<file path="config.mk">
export PLATFORM = sky130hd
export DESIGN_NAME = tcm_arbiter_flat
export DESIGN_NICKNAME = d
export VERILOG_FILES = /design/src/rtl/tcm_arbiter_if.sv /design/src/rtl/tcm_arbiter.sv /design/src/flat_wrapper.sv
export SDC_FILE = /design/constraint.sdc
export NUM_CORES = 1
export LEC_CHECK = 0
export CELL_PAD_IN_SITES_DETAIL_PLACEMENT = 1
export CELL_PAD_IN_SITES_GLOBAL_PLACEMENT = 1
export CORE_AREA = 2 2 126 128
export DETAILED_ROUTE_END_ITERATION = 10
export DIE_AREA = 0 0 128 130
export PLACE_DENSITY_LB_ADDON = 0.1
export SLEW_MARGIN = 10
export SYNTH_ARGS = -nofsm -noshare
export SYNTH_HDL_FRONTEND = slang
export SYNTH_SLANG_ARGS = --single-unit
</file>
<file path="constraint.sdc">
create_clock -name clk -period 1.8 [get_ports clk]
set_input_delay 0.36 -clock clk [delete_from_list [all_inputs] [get_ports clk]]
set_output_delay 0.36 -clock clk [all_outputs]
set_load 0.01 [all_outputs]
</file>
<file path="src/rtl/tcm_arbiter_if.sv">
// Bus bundle for tcm_arbiter: AHB-Lite slave side, DMA req/gnt port and SRAM macro pins.
// slave is the arbiter's view; master is the environment (AHB master, DMA engine, SRAM).
interface tcm_arbiter_if #(
  parameter int unsigned AW = 14
);
  logic          hsel;
  logic [31:0]   haddr;
  logic [1:0]    htrans;
  logic [2:0]    hsize;
  logic          hwrite;
  logic          hready;
  logic [31:0]   hwdata;
  logic          hreadyout;
  logic          hresp;
  logic [31:0]   hrdata;

  logic          dma_req;
  logic          dma_we;
  logic [3:0]    dma_be;
  logic [AW-1:0] dma_addr;
  logic [31:0]   dma_wdata;
  logic          dma_gnt;
  logic          dma_rvalid;
  logic [31:0]   dma_rdata;

  logic          sram_cs;
  logic [3:0]    sram_we;
  logic [AW-1:0] sram_addr;
  logic [31:0]   sram_wdata;
  logic [31:0]   sram_rdata;

  modport slave (
    input  hsel, haddr, htrans, hsize, hwrite, hready, hwdata,
    output hreadyout, hresp, hrdata,
    input  dma_req, dma_we, dma_be, dma_addr, dma_wdata,
    output dma_gnt, dma_rvalid, dma_rdata,
    output sram_cs, sram_we, sram_addr, sram_wdata,
    input  sram_rdata
  );

  modport master (
    output hsel, haddr, htrans, hsize, hwrite, hready, hwdata,
    input  hreadyout, hresp, hrdata,
    output dma_req, dma_we, dma_be, dma_addr, dma_wdata,
    input  dma_gnt, dma_rvalid, dma_rdata,
    input  sram_cs, sram_we, sram_addr, sram_wdata,
    output sram_rdata
  );
endinterface

</file>
<file path="src/rtl/tcm_arbiter.sv">
// Single-port TCM controller arbitrating one SRAM between AHB-Lite (priority) and a DMA port.
// Define TCM_ARB_STATS_EN to add stall_cnt/stall_clr (PEND cycles lost to DMA).
module tcm_arbiter #(
  parameter int unsigned AW           = 14,
  parameter int unsigned STARVE_LIMIT = 4
) (
  input  logic         clk,
  input  logic         rstn,
`ifdef TCM_ARB_STATS_EN
  input  logic         stall_clr,
  output logic [15:0]  stall_cnt,
`endif
  tcm_arbiter_if.slave bus
);
  typedef enum logic [1:0] {StIdle, StPend, StRdata} state_e;

  localparam logic [3:0] Limit = 4'(STARVE_LIMIT);

  state_e        state_q, state_d;
  logic [AW-1:0] addr_q;
  logic [3:0]    be_q, cap_be;
  logic          write_q;
  logic [3:0]    starve_q, starve_d;
  logic          dma_rvalid_q;
  logic          capture, ahb_want, dma_win, ahb_win;
  logic          unused_bits;

  assign unused_bits = ^{bus.haddr[31:AW+2], bus.htrans[0]};

  assign capture = bus.hsel & bus.hready & bus.htrans[1];

  always_comb begin
    cap_be = 4'b1111;
    case (bus.hsize)
      3'd0:    cap_be = 4'b0001 << bus.haddr[1:0];
      3'd1:    cap_be = bus.haddr[1] ? 4'b1100 : 4'b0011;
      default: cap_be = 4'b1111;
    endcase
  end

  assign ahb_want = (state_q == StPend);
  // rstn gates the DMA path so no SRAM access escapes while reset is held.
  assign dma_win  = rstn & bus.dma_req & (~ahb_want | (starve_q == Limit));
  assign ahb_win  = ahb_want & ~dma_win;

  always_comb begin
    state_d        = state_q;
    bus.hreadyout  = 1'b1;
    bus.hrdata     = '0;
    bus.sram_cs    = dma_win | ahb_win;
    bus.sram_we    = '0;
    bus.sram_addr  = '0;
    bus.sram_wdata = '0;
    if (dma_win) begin
      bus.sram_we    = bus.dma_we ? bus.dma_be : 4'b0000;
      bus.sram_addr  = bus.dma_addr;
      bus.sram_wdata = bus.dma_wdata;
    end else if (ahb_win) begin
      bus.sram_we    = write_q ? be_q : 4'b0000;
      bus.sram_addr  = addr_q;
      bus.sram_wdata = bus.hwdata;
    end
    case (state_q)
      StIdle: begin
        if (capture) state_d = StPend;
      end
      StPend: begin
        if (ahb_win && write_q) begin
          state_d = capture ? StPend : StIdle;
        end else if (ahb_win) begin
          bus.hreadyout = 1'b0;
          state_d       = StRdata;
        end else begin
          bus.hreadyout = 1'b0;
        end
      end
      StRdata: begin
        bus.hrdata = bus.sram_rdata;
        state_d    = capture ? StPend : StIdle;
      end
      default: state_d = StIdle;
    endcase
  end

  always_comb begin
    starve_d = '0;
    if (bus.dma_req && !dma_win) begin
      starve_d = (starve_q == Limit) ? starve_q : starve_q + 4'd1;
    end
  end

  assign bus.hresp      = 1'b0;
  assign bus.dma_gnt    = dma_win;
  assign bus.dma_rvalid = dma_rvalid_q;
  assign bus.dma_rdata  = dma_rvalid_q ? bus.sram_rdata : 32'h0;

  always_ff @(posedge clk or negedge rstn) begin
    if (!rstn) begin
      state_q      <= StIdle;
      addr_q       <= '0;
      be_q         <= '0;
      write_q      <= 1'b0;
      starve_q     <= '0;
      dma_rvalid_q <= 1'b0;
    end else begin
      state_q      <= state_d;
      starve_q     <= starve_d;
      dma_rvalid_q <= dma_win & ~bus.dma_we;
      if (capture) begin
        addr_q  <= bus.haddr[AW+1:2];
        be_q    <= cap_be;
        write_q <= bus.hwrite;
      end
    end
  end

`ifdef TCM_ARB_STATS_EN
  logic [15:0] stall_q;

  always_ff @(posedge clk or negedge rstn) begin
    if (!rstn) begin
      stall_q <= '0;
    end else if (stall_clr) begin
      stall_q <= '0;
    end else if (ahb_want && dma_win && stall_q != 16'hffff) begin
      stall_q <= stall_q + 16'd1;
    end
  end

  assign stall_cnt = stall_q;
`endif
endmodule
</file>
<file path="src/flat_wrapper.sv">
// flat-port wrapper written by rule: the top's interface ports become plain ports
module tcm_arbiter_flat 
#(
  parameter int unsigned AW           = 14,
  parameter int unsigned STARVE_LIMIT = 4
)
  (clk, rstn, bus_hsel, bus_haddr, bus_htrans, bus_hsize, bus_hwrite, bus_hready, bus_hwdata, bus_hreadyout, bus_hresp, bus_hrdata, bus_dma_req, bus_dma_we, bus_dma_be, bus_dma_addr, bus_dma_wdata, bus_dma_gnt, bus_dma_rvalid, bus_dma_rdata, bus_sram_cs, bus_sram_we, bus_sram_addr, bus_sram_wdata, bus_sram_rdata);
  tcm_arbiter_if #(.AW(AW)) bus_i ();
  input  logic clk;
  input  logic rstn;
  input wire logic [$bits(bus_i.hsel)-1:0] bus_hsel;
  input wire logic [$bits(bus_i.haddr)-1:0] bus_haddr;
  input wire logic [$bits(bus_i.htrans)-1:0] bus_htrans;
  input wire logic [$bits(bus_i.hsize)-1:0] bus_hsize;
  input wire logic [$bits(bus_i.hwrite)-1:0] bus_hwrite;
  input wire logic [$bits(bus_i.hready)-1:0] bus_hready;
  input wire logic [$bits(bus_i.hwdata)-1:0] bus_hwdata;
  output wire logic [$bits(bus_i.hreadyout)-1:0] bus_hreadyout;
  output wire logic [$bits(bus_i.hresp)-1:0] bus_hresp;
  output wire logic [$bits(bus_i.hrdata)-1:0] bus_hrdata;
  input wire logic [$bits(bus_i.dma_req)-1:0] bus_dma_req;
  input wire logic [$bits(bus_i.dma_we)-1:0] bus_dma_we;
  input wire logic [$bits(bus_i.dma_be)-1:0] bus_dma_be;
  input wire logic [$bits(bus_i.dma_addr)-1:0] bus_dma_addr;
  input wire logic [$bits(bus_i.dma_wdata)-1:0] bus_dma_wdata;
  output wire logic [$bits(bus_i.dma_gnt)-1:0] bus_dma_gnt;
  output wire logic [$bits(bus_i.dma_rvalid)-1:0] bus_dma_rvalid;
  output wire logic [$bits(bus_i.dma_rdata)-1:0] bus_dma_rdata;
  output wire logic [$bits(bus_i.sram_cs)-1:0] bus_sram_cs;
  output wire logic [$bits(bus_i.sram_we)-1:0] bus_sram_we;
  output wire logic [$bits(bus_i.sram_addr)-1:0] bus_sram_addr;
  output wire logic [$bits(bus_i.sram_wdata)-1:0] bus_sram_wdata;
  input wire logic [$bits(bus_i.sram_rdata)-1:0] bus_sram_rdata;
  assign bus_i.hsel = bus_hsel;
  assign bus_i.haddr = bus_haddr;
  assign bus_i.htrans = bus_htrans;
  assign bus_i.hsize = bus_hsize;
  assign bus_i.hwrite = bus_hwrite;
  assign bus_i.hready = bus_hready;
  assign bus_i.hwdata = bus_hwdata;
  assign bus_hreadyout = bus_i.hreadyout;
  assign bus_hresp = bus_i.hresp;
  assign bus_hrdata = bus_i.hrdata;
  assign bus_i.dma_req = bus_dma_req;
  assign bus_i.dma_we = bus_dma_we;
  assign bus_i.dma_be = bus_dma_be;
  assign bus_i.dma_addr = bus_dma_addr;
  assign bus_i.dma_wdata = bus_dma_wdata;
  assign bus_dma_gnt = bus_i.dma_gnt;
  assign bus_dma_rvalid = bus_i.dma_rvalid;
  assign bus_dma_rdata = bus_i.dma_rdata;
  assign bus_sram_cs = bus_i.sram_cs;
  assign bus_sram_we = bus_i.sram_we;
  assign bus_sram_addr = bus_i.sram_addr;
  assign bus_sram_wdata = bus_i.sram_wdata;
  assign bus_i.sram_rdata = bus_sram_rdata;
  tcm_arbiter #(.AW(AW), .STARVE_LIMIT(STARVE_LIMIT)) u_core (.clk(clk), .rstn(rstn), .bus(bus_i));
endmodule
</file>
==> results.ini, run 1 <==
[outcome]
status=finished, violations left
violations=negative setup slack

[routing]
drt-met1-wl_um=6220
drtPass1Iterations=4
drt_wl_total_um=14700
ant_nets=0
vias_per_cell=4.12
dr_total_vias=3135
wl_met3_um=988
dr_wl_met2_um=7330
drc=0
drt-initial-drc-count=65
maxUsedRoutingLayer=met5
wl_per_cell_um=19.3

[setup_path]
endpoint_kind=primary output
arrival_ns=1.95
worstSetupPathType=reg2out
reg2reg_to=u_core.starve_q[2]$_DFFE_PN0P_
crit_path_start_kind=flip-flop
crit_path_start=u_core.starve_q[1]$_DFFE_PN0P_
r2r_start=u_core.starve_q[1]$_DFFE_PN0P_
reg2reg_slack_ns=-0.05
required_ns=1.44
endpoint=bus_sram_wdata[28]
crit_fanout=12
rr_worst_depth=13

[placement]
placedCellCount=724
placement.io_buffers=258
gp_congestion=0.752
dp_hpwl_um=11000

[yosys]
synthCells=266
ys_seq_elements=26
synthesis.area_mm2=0.00212
seq_area_frac_synth=0.308
syn_avg_cell_area_um2=7.95
synth_cell_type_count=30
yosys_warnings=0
synth-edff-count=0
async_flop_share=1.00
synth.area.top_cells=dfrtp_1, and2_1, a22o_1, nand2_1, buf_6
yosys.cell_count.top_type=and2_1
synth_top_area_share=0.308
synth_nets=426
synth_common_cells=and2_1, nand2_1, a22o_1
ys.flop_type=dfrtp_1
synth_top_area_cell=dfrtp_1

[grt]
grt_usage=0.165
antenna_found_initial=2
grt_overflow=0
grt_start_max_net_pins=22
grt_first_pass_wirelength_um=20700
first_global_vias=3254

[clocking]
cts_made_buffers=3
cts.reportedPaths.clkPinSlew_ns=0.07
worstSkewPairLatency_ns=0.26
clock_path_buffers=2
htreeDepth=1
clock-sinks=26
cts_hold_buf=0
cts_tree=built
cts_root_buf=clkbuf_16

[layout]
multi_input_area_mm2=0.00149
nets=730
fill_cells=1794
register_area_um2=652
diodes=0
area_delta_synth_final_pct=170
layout-drive-gt1-share=0.353
fin_util=0.371
stdcell_count=761

[floorplan]
fp.dieH_um=130
die_w_um=128
core_area_mm2=0.0154
initial_core_util=0.137
num_rows=46
ios=277
die_area_mm2=0.0166

[power]
internal-power_uw=1890
power_density_mw_per_mm2=461
switching_share=0.285
clock_power_share=0.245
total_leakage_power_uw=0.00271
seq_power_share=0.270
peakVddDrop_mv=0.381
finalPower_uw=2640
comb_power_share=0.485
p_switching_uw=753

[sta]
post-route-period-util=1.29
rsz0062_at_grt=yes
slew_viol_final=0
fmax_mhz=432
setup_viol=89
hold_viol_final=0
finalCriticalPeriod_ns=2.31
finalWorstSetupSlack_ns=-0.514
skew_ns=0.00173

[worst_hold_path]
hold_class=in2async

[flow_run]
drv_cap=0

cells in the final DEF (no fill, tap or decap), types with 2 or more instances in the layout:
cell | netlist | routed
o21ai_0 | 4 | 2
nor2b_1 | 3 | 2
inv_2 | 1 | 2
xnor2_1 | 2 | 2
a22o_4 | 0 | 4
dfrtp_1 | 26 | 25
clkdlybuf4s50_1 | 0 | 139
dlygate4sd2_1 | 0 | 14
buf_6 | 5 | 60
buf_4 | 1 | 29
clkbuf_16 | 0 | 4
o22ai_2 | 0 | 4
buf_2 | 5 | 40
and2_1 | 65 | 36
bufbuf_16 | 0 | 2
buf_12 | 0 | 6
buf_16 | 0 | 6
and2_4 | 0 | 29
nand2_1 | 58 | 58
clkdlybuf4s15_1 | 0 | 20
o21bai_1 | 2 | 2
nor2_1 | 9 | 8
a21oi_1 | 6 | 5
nand3_1 | 2 | 2
a22o_1 | 46 | 42
how the worst min path moves through the flow:
stage	start	to
2_1_floorplan	rstn	u_core.addr_q[0]$_DFFE_PN0P_
3_5_place_dp	u_core.addr_q[3]$_DFFE_PN0P_	u_core.addr_q[3]$_DFFE_PN0P_
5_1_grt	rstn	u_core.addr_q[12]$_DFFE_PN0P_
3_3_place_gp	u_core.addr_q[10]$_DFFE_PN0P_	u_core.addr_q[10]$_DFFE_PN0P_
4_1_cts	rstn	u_core.addr_q[10]$_DFFE_PN0P_
6_report	rstn	u_core.addr_q[10]$_DFFE_PN0P_
layer usage:
metal | track usage | up-vias
met5 | 0 | -
met4 | 0.0259 | 4
met3 | 0.0381 | 12
met2 | 0.294 | 131
met1 | 0.207 | 1472
li1 | - | 1516
logic make-up (layout without fill, tap and decap cells):
kind of cell	after synthesis	in the layout	synth area share
and+or+nand+nor	142	142	0.341
other	1	1	0.00177
AOI/OAI and AO/OA	67	67	0.258
xor gates and xnor gates	2	2	0.00828
DFF	26	26	0.308
muxes	1	1	0.00473
adders and majority gates	2	2	0.0118
buffers and inverters	25	328	0.0668
layout make-up:
| type | count | area share |
|---|---|---|
| clock inverters | 1 | 0.00525 |
| clock buffers | 3 | 0.0131 |
| flip-flops and latches | 26 | 0.114 |
| repair buffers | 320 | 0.562 |
| inverters | 4 | 0.00350 |
| multi-input cells | 215 | 0.260 |
| well taps | 192 | 0.0420 |
per-stage QoR:
stage | TNS, ns | hold slack (ns) | cell area (um^2) | setup slack [ns]
3_3_place_gp | -48.51 | 0.465 | 5100 | -0.866
4_1_cts | -28.82 | 0.247 | 5530 | -0.519
2_1_floorplan | -5.70 | 0.0644 | 2130 | -0.153
5_1_grt | -37.23 | 0.268 | 5720 | -0.573
6_report | -31.97 | 0.246 | 5720 | -0.514
3_5_place_dp | -50.44 | 0.479 | 5100 | -0.883
power groups by stage:
| stage | clock, uW | combinational, uW | sequential [uW] |
|---|---|---|---|
| after floorplan | 0 | 373 | 699 |
| after global placement | 0 | 1100 | 720 |
| after detailed placement | 0 | 1110 | 723 |
| after CTS | 665 | 1250 | 713 |
| after global routing | 685 | 1370 | 723 |
| final | 648 | 1280 | 712 |
registers in the layout (all words and copies together), names as in the netlist:
register               count
u_core.bus.dma_rvalid      1
u_core.addr_q             14
u_core.write_q             1
u_core.starve_q            4
u_core.state_q             2
u_core.be_q                4
worst max-delay path, cell delays in order (launching register included):
cell and delay (ns):
dfrtp_1 0.37, inv_2 0.06, ha_4 0.15, and3b_2 0.26, o21ai_4 0.20, inv_6 0.10
buf_12 0.16, a22o_4 0.27, buf_6 0.13
repair_timing:
action	in CTS	in global routing
gates resized for setup	460	62
endpoints found under the setup margin	117	110
cloned	9	1
setup buffers	23	6
pin swaps	25	10
(Power assumes the default switching activity.)
==> run 2, diff against run 1 <==
Settings changed: HOLD_SLACK_MARGIN set to 0.03.
==> results of run 2 <==
No change in the layout: final DEF, timing and power equal those of run 1.
==> run 3, diff against run 2 <==
Settings changed: CAP_MARGIN set to 20, CORE_AREA 2 2 126 128 to 4 4 128 130, DIE_AREA 0 0 128 130 to 0 0 132 134.
==> run 3 against run 2 <==
Compared with the run above:
- wire length is 3.5% higher
- clock skew hardly changed
- combinational power hardly changed
- critical path type unchanged
- the flow still finishes with violations (negative setup slack)
- non-clock buffer count is 1 higher
- largest power group unchanged
- global-route usage is 0.31 points lower
- largest cell class unchanged
- flip-flop and latch count stayed put
==> results.ini, run 3 (same netlist as run 1, synthesis figures left out) <==
[setup_path]
worst-path-stages=9
arrival_ns=2.01
cp_top_family=buffers and inverters
path_cells=inv_2, ha_4, and3b_2, o21ai_4, clkinv_4, buf_12, buf_16, a22o_1, buf_2
rr_worst_depth=11
r2r_start=u_core.starve_q[0]$_DFFE_PN0P_
crit_path_start=u_core.starve_q[0]$_DFFE_PN0P_
crit_slowest_cell=dfrtp_1
crit_path_start_kind=flip-flop
endpoint=bus_sram_addr[1]
crit_fanout=5
reg2reg_to=u_core.starve_q[0]$_DFFE_PN0P_
required_ns=1.44
worstSetupPathType=reg2out
worst-path-buf-inv=5
reg2reg_slack_ns=0.07
slowest_delay_ns=0.36
endpoint_kind=primary output

[sta]
skew_ns=0.00204
hold_viol_final=0
rsz0062_at_grt=yes
slew_viol_final=0
finalCriticalPeriod_ns=2.37
finalWorstSetupSlack_ns=-0.569
whs_ns=0.274
fmax_mhz=422
setup_viol=67
post-route-period-util=1.32

[layout]
area_delta_synth_final_pct=169
fin_util=0.376
layout_commonest_cell=clkdlybuf4s50_1
register_area_um2=652
final_cell_mix=clkdlybuf4s50_1, buf_6, nand2_1, a22o_1, and2_1
fin_area_mm2=0.00569
largest_reg_flops=14
fill_cells=1788
largestRegisters=u_core.addr_q: 14 flops, u_core.be_q: 4 flops, u_core.starve_q: 4 flops
multi_input_area_mm2=0.00146
nets=731
max_flop_register=u_core.addr_q
layout-drive-gt1-share=0.344

[routing]
wl_per_cell_um=20.0
drt-initial-drc-count=58
drt_wl_total_um=15200
drc=0
vias_per_cell=4.13
ant_nets=0
drtPass1Iterations=4
dr_total_vias=3134

[clocking]
worstSkewPairLatency_ns=0.27
cts_hold_buf=0
clock_path_buffers=2
cts_root_buf=clkbuf_16
cts_made_buffers=3
cts_tree=built
cts.reportedPaths.clkPinSlew_ns=0.07
clock-sinks=26
htreeDepth=1

[floorplan]
num_rows=45
die_area_mm2=0.0177
die_w_um=132
fp.dieH_um=134
initial_core_util=0.140
core_area_mm2=0.0151
ios=277

[power]
peakVddDrop_mv=0.347
power_density_mw_per_mm2=448
total_leakage_power_uw=0.00276

[placement]
gp_congestion=0.724
dp_hpwl_um=11200
placement.io_buffers=258
place_area_mm2=0.00505

[grt]
antenna_found_initial=0
grt_overflow=0
grt_usage=0.162
first_global_vias=3375
grt_first_pass_wirelength_um=22200
grt_start_max_net_pins=36

[worst_hold_path]
hold_class=in2async

[outcome]
violations=negative setup slack
status=finished, violations left

[flow_run]
drv_cap=0

## run 3: cell count changes in the layout (fill, tap and decap cells not counted), sizes merged, moves of 2 or more
| cell | previous run | this run |
|---|---|---|
| dlygate4sd2 | 14 | 24 |
| clkdlybuf4s15 | 21 | 7 |
| dlymetal6s2s | 0 | 2 |
| clkbuf | 5 | 10 |
## run 3: worst min-delay path by stage
| stage | slack [ns] | cells past startpoint | from | endpoint |
|---|---|---|---|---|
| after CTS | 0.27 | 2 | rstn | u_core.addr_q[7]$_DFFE_PN0P_ |
| final | 0.27 | 2 | rstn | u_core.state_q[0]$_DFFE_PN0P_ |
| after global routing | 0.29 | 2 | rstn | u_core.addr_q[7]$_DFFE_PN0P_ |
| after global placement | 0.46 | 2 | u_core.addr_q[6]$_DFFE_PN0P_ | u_core.addr_q[6]$_DFFE_PN0P_ |
| after detailed placement | 0.46 | 2 | u_core.addr_q[6]$_DFFE_PN0P_ | u_core.addr_q[6]$_DFFE_PN0P_ |
| after floorplan | 0.06 | 0 | rstn | u_core.addr_q[0]$_DFFE_PN0P_ |
## run 3: final cells by class
class / count / area share
repair buffers: 321 / 0.569
multi-input cells: 215 / 0.256
flip-flops and latches: 26 / 0.115
well taps: 188 / 0.0413
clock buffers: 4 / 0.0156
inverters: 4 / 0.00352
diodes: 1 / 0.000440
## run 3: layer usage
| metal | track usage | wire [um] |
|---|---|---|
| met2 | 0.300 | 8040 |
| met1 | 0.190 | 5960 |
| met5 | 0 | 0 |
| met3 | 0.0379 | 1010 |
| met4 | 0.0350 | 188 |
## run 3: per-stage QoR
step | std cells | setup WS, ns | total power [uW] | setup TNS [ns]
6_report | 759 | -0.569 | 2550 | -26.15
5_1_grt | 758 | -0.647 | 2700 | -32.36
4_1_cts | 753 | -0.606 | 2530 | -30.85
3_5_place_dp | 715 | -0.886 | 1820 | -50.56
3_3_place_gp | 715 | -0.893 | 1810 | -49.25
2_1_floorplan | 266 | -0.153 | 1070 | -5.70
## run 3: power by group
group          total (uW)  switching [uW]  leakage (uW)  internal [uW]
Combinational        1270             481       0.00240            789
Clock                 565             224     0.0000442            341
Sequential            715            57.9      0.000320            657
## run 3: what timing repair did
item | CTS | global route
buffers inserted | 27 | 11
gates cloned | 8 | 2
resized for setup | 439 | 94
pin swaps | 14 | 11
setup endpoints to repair | 117 | 106
hold endpoints to repair | 0 | 0
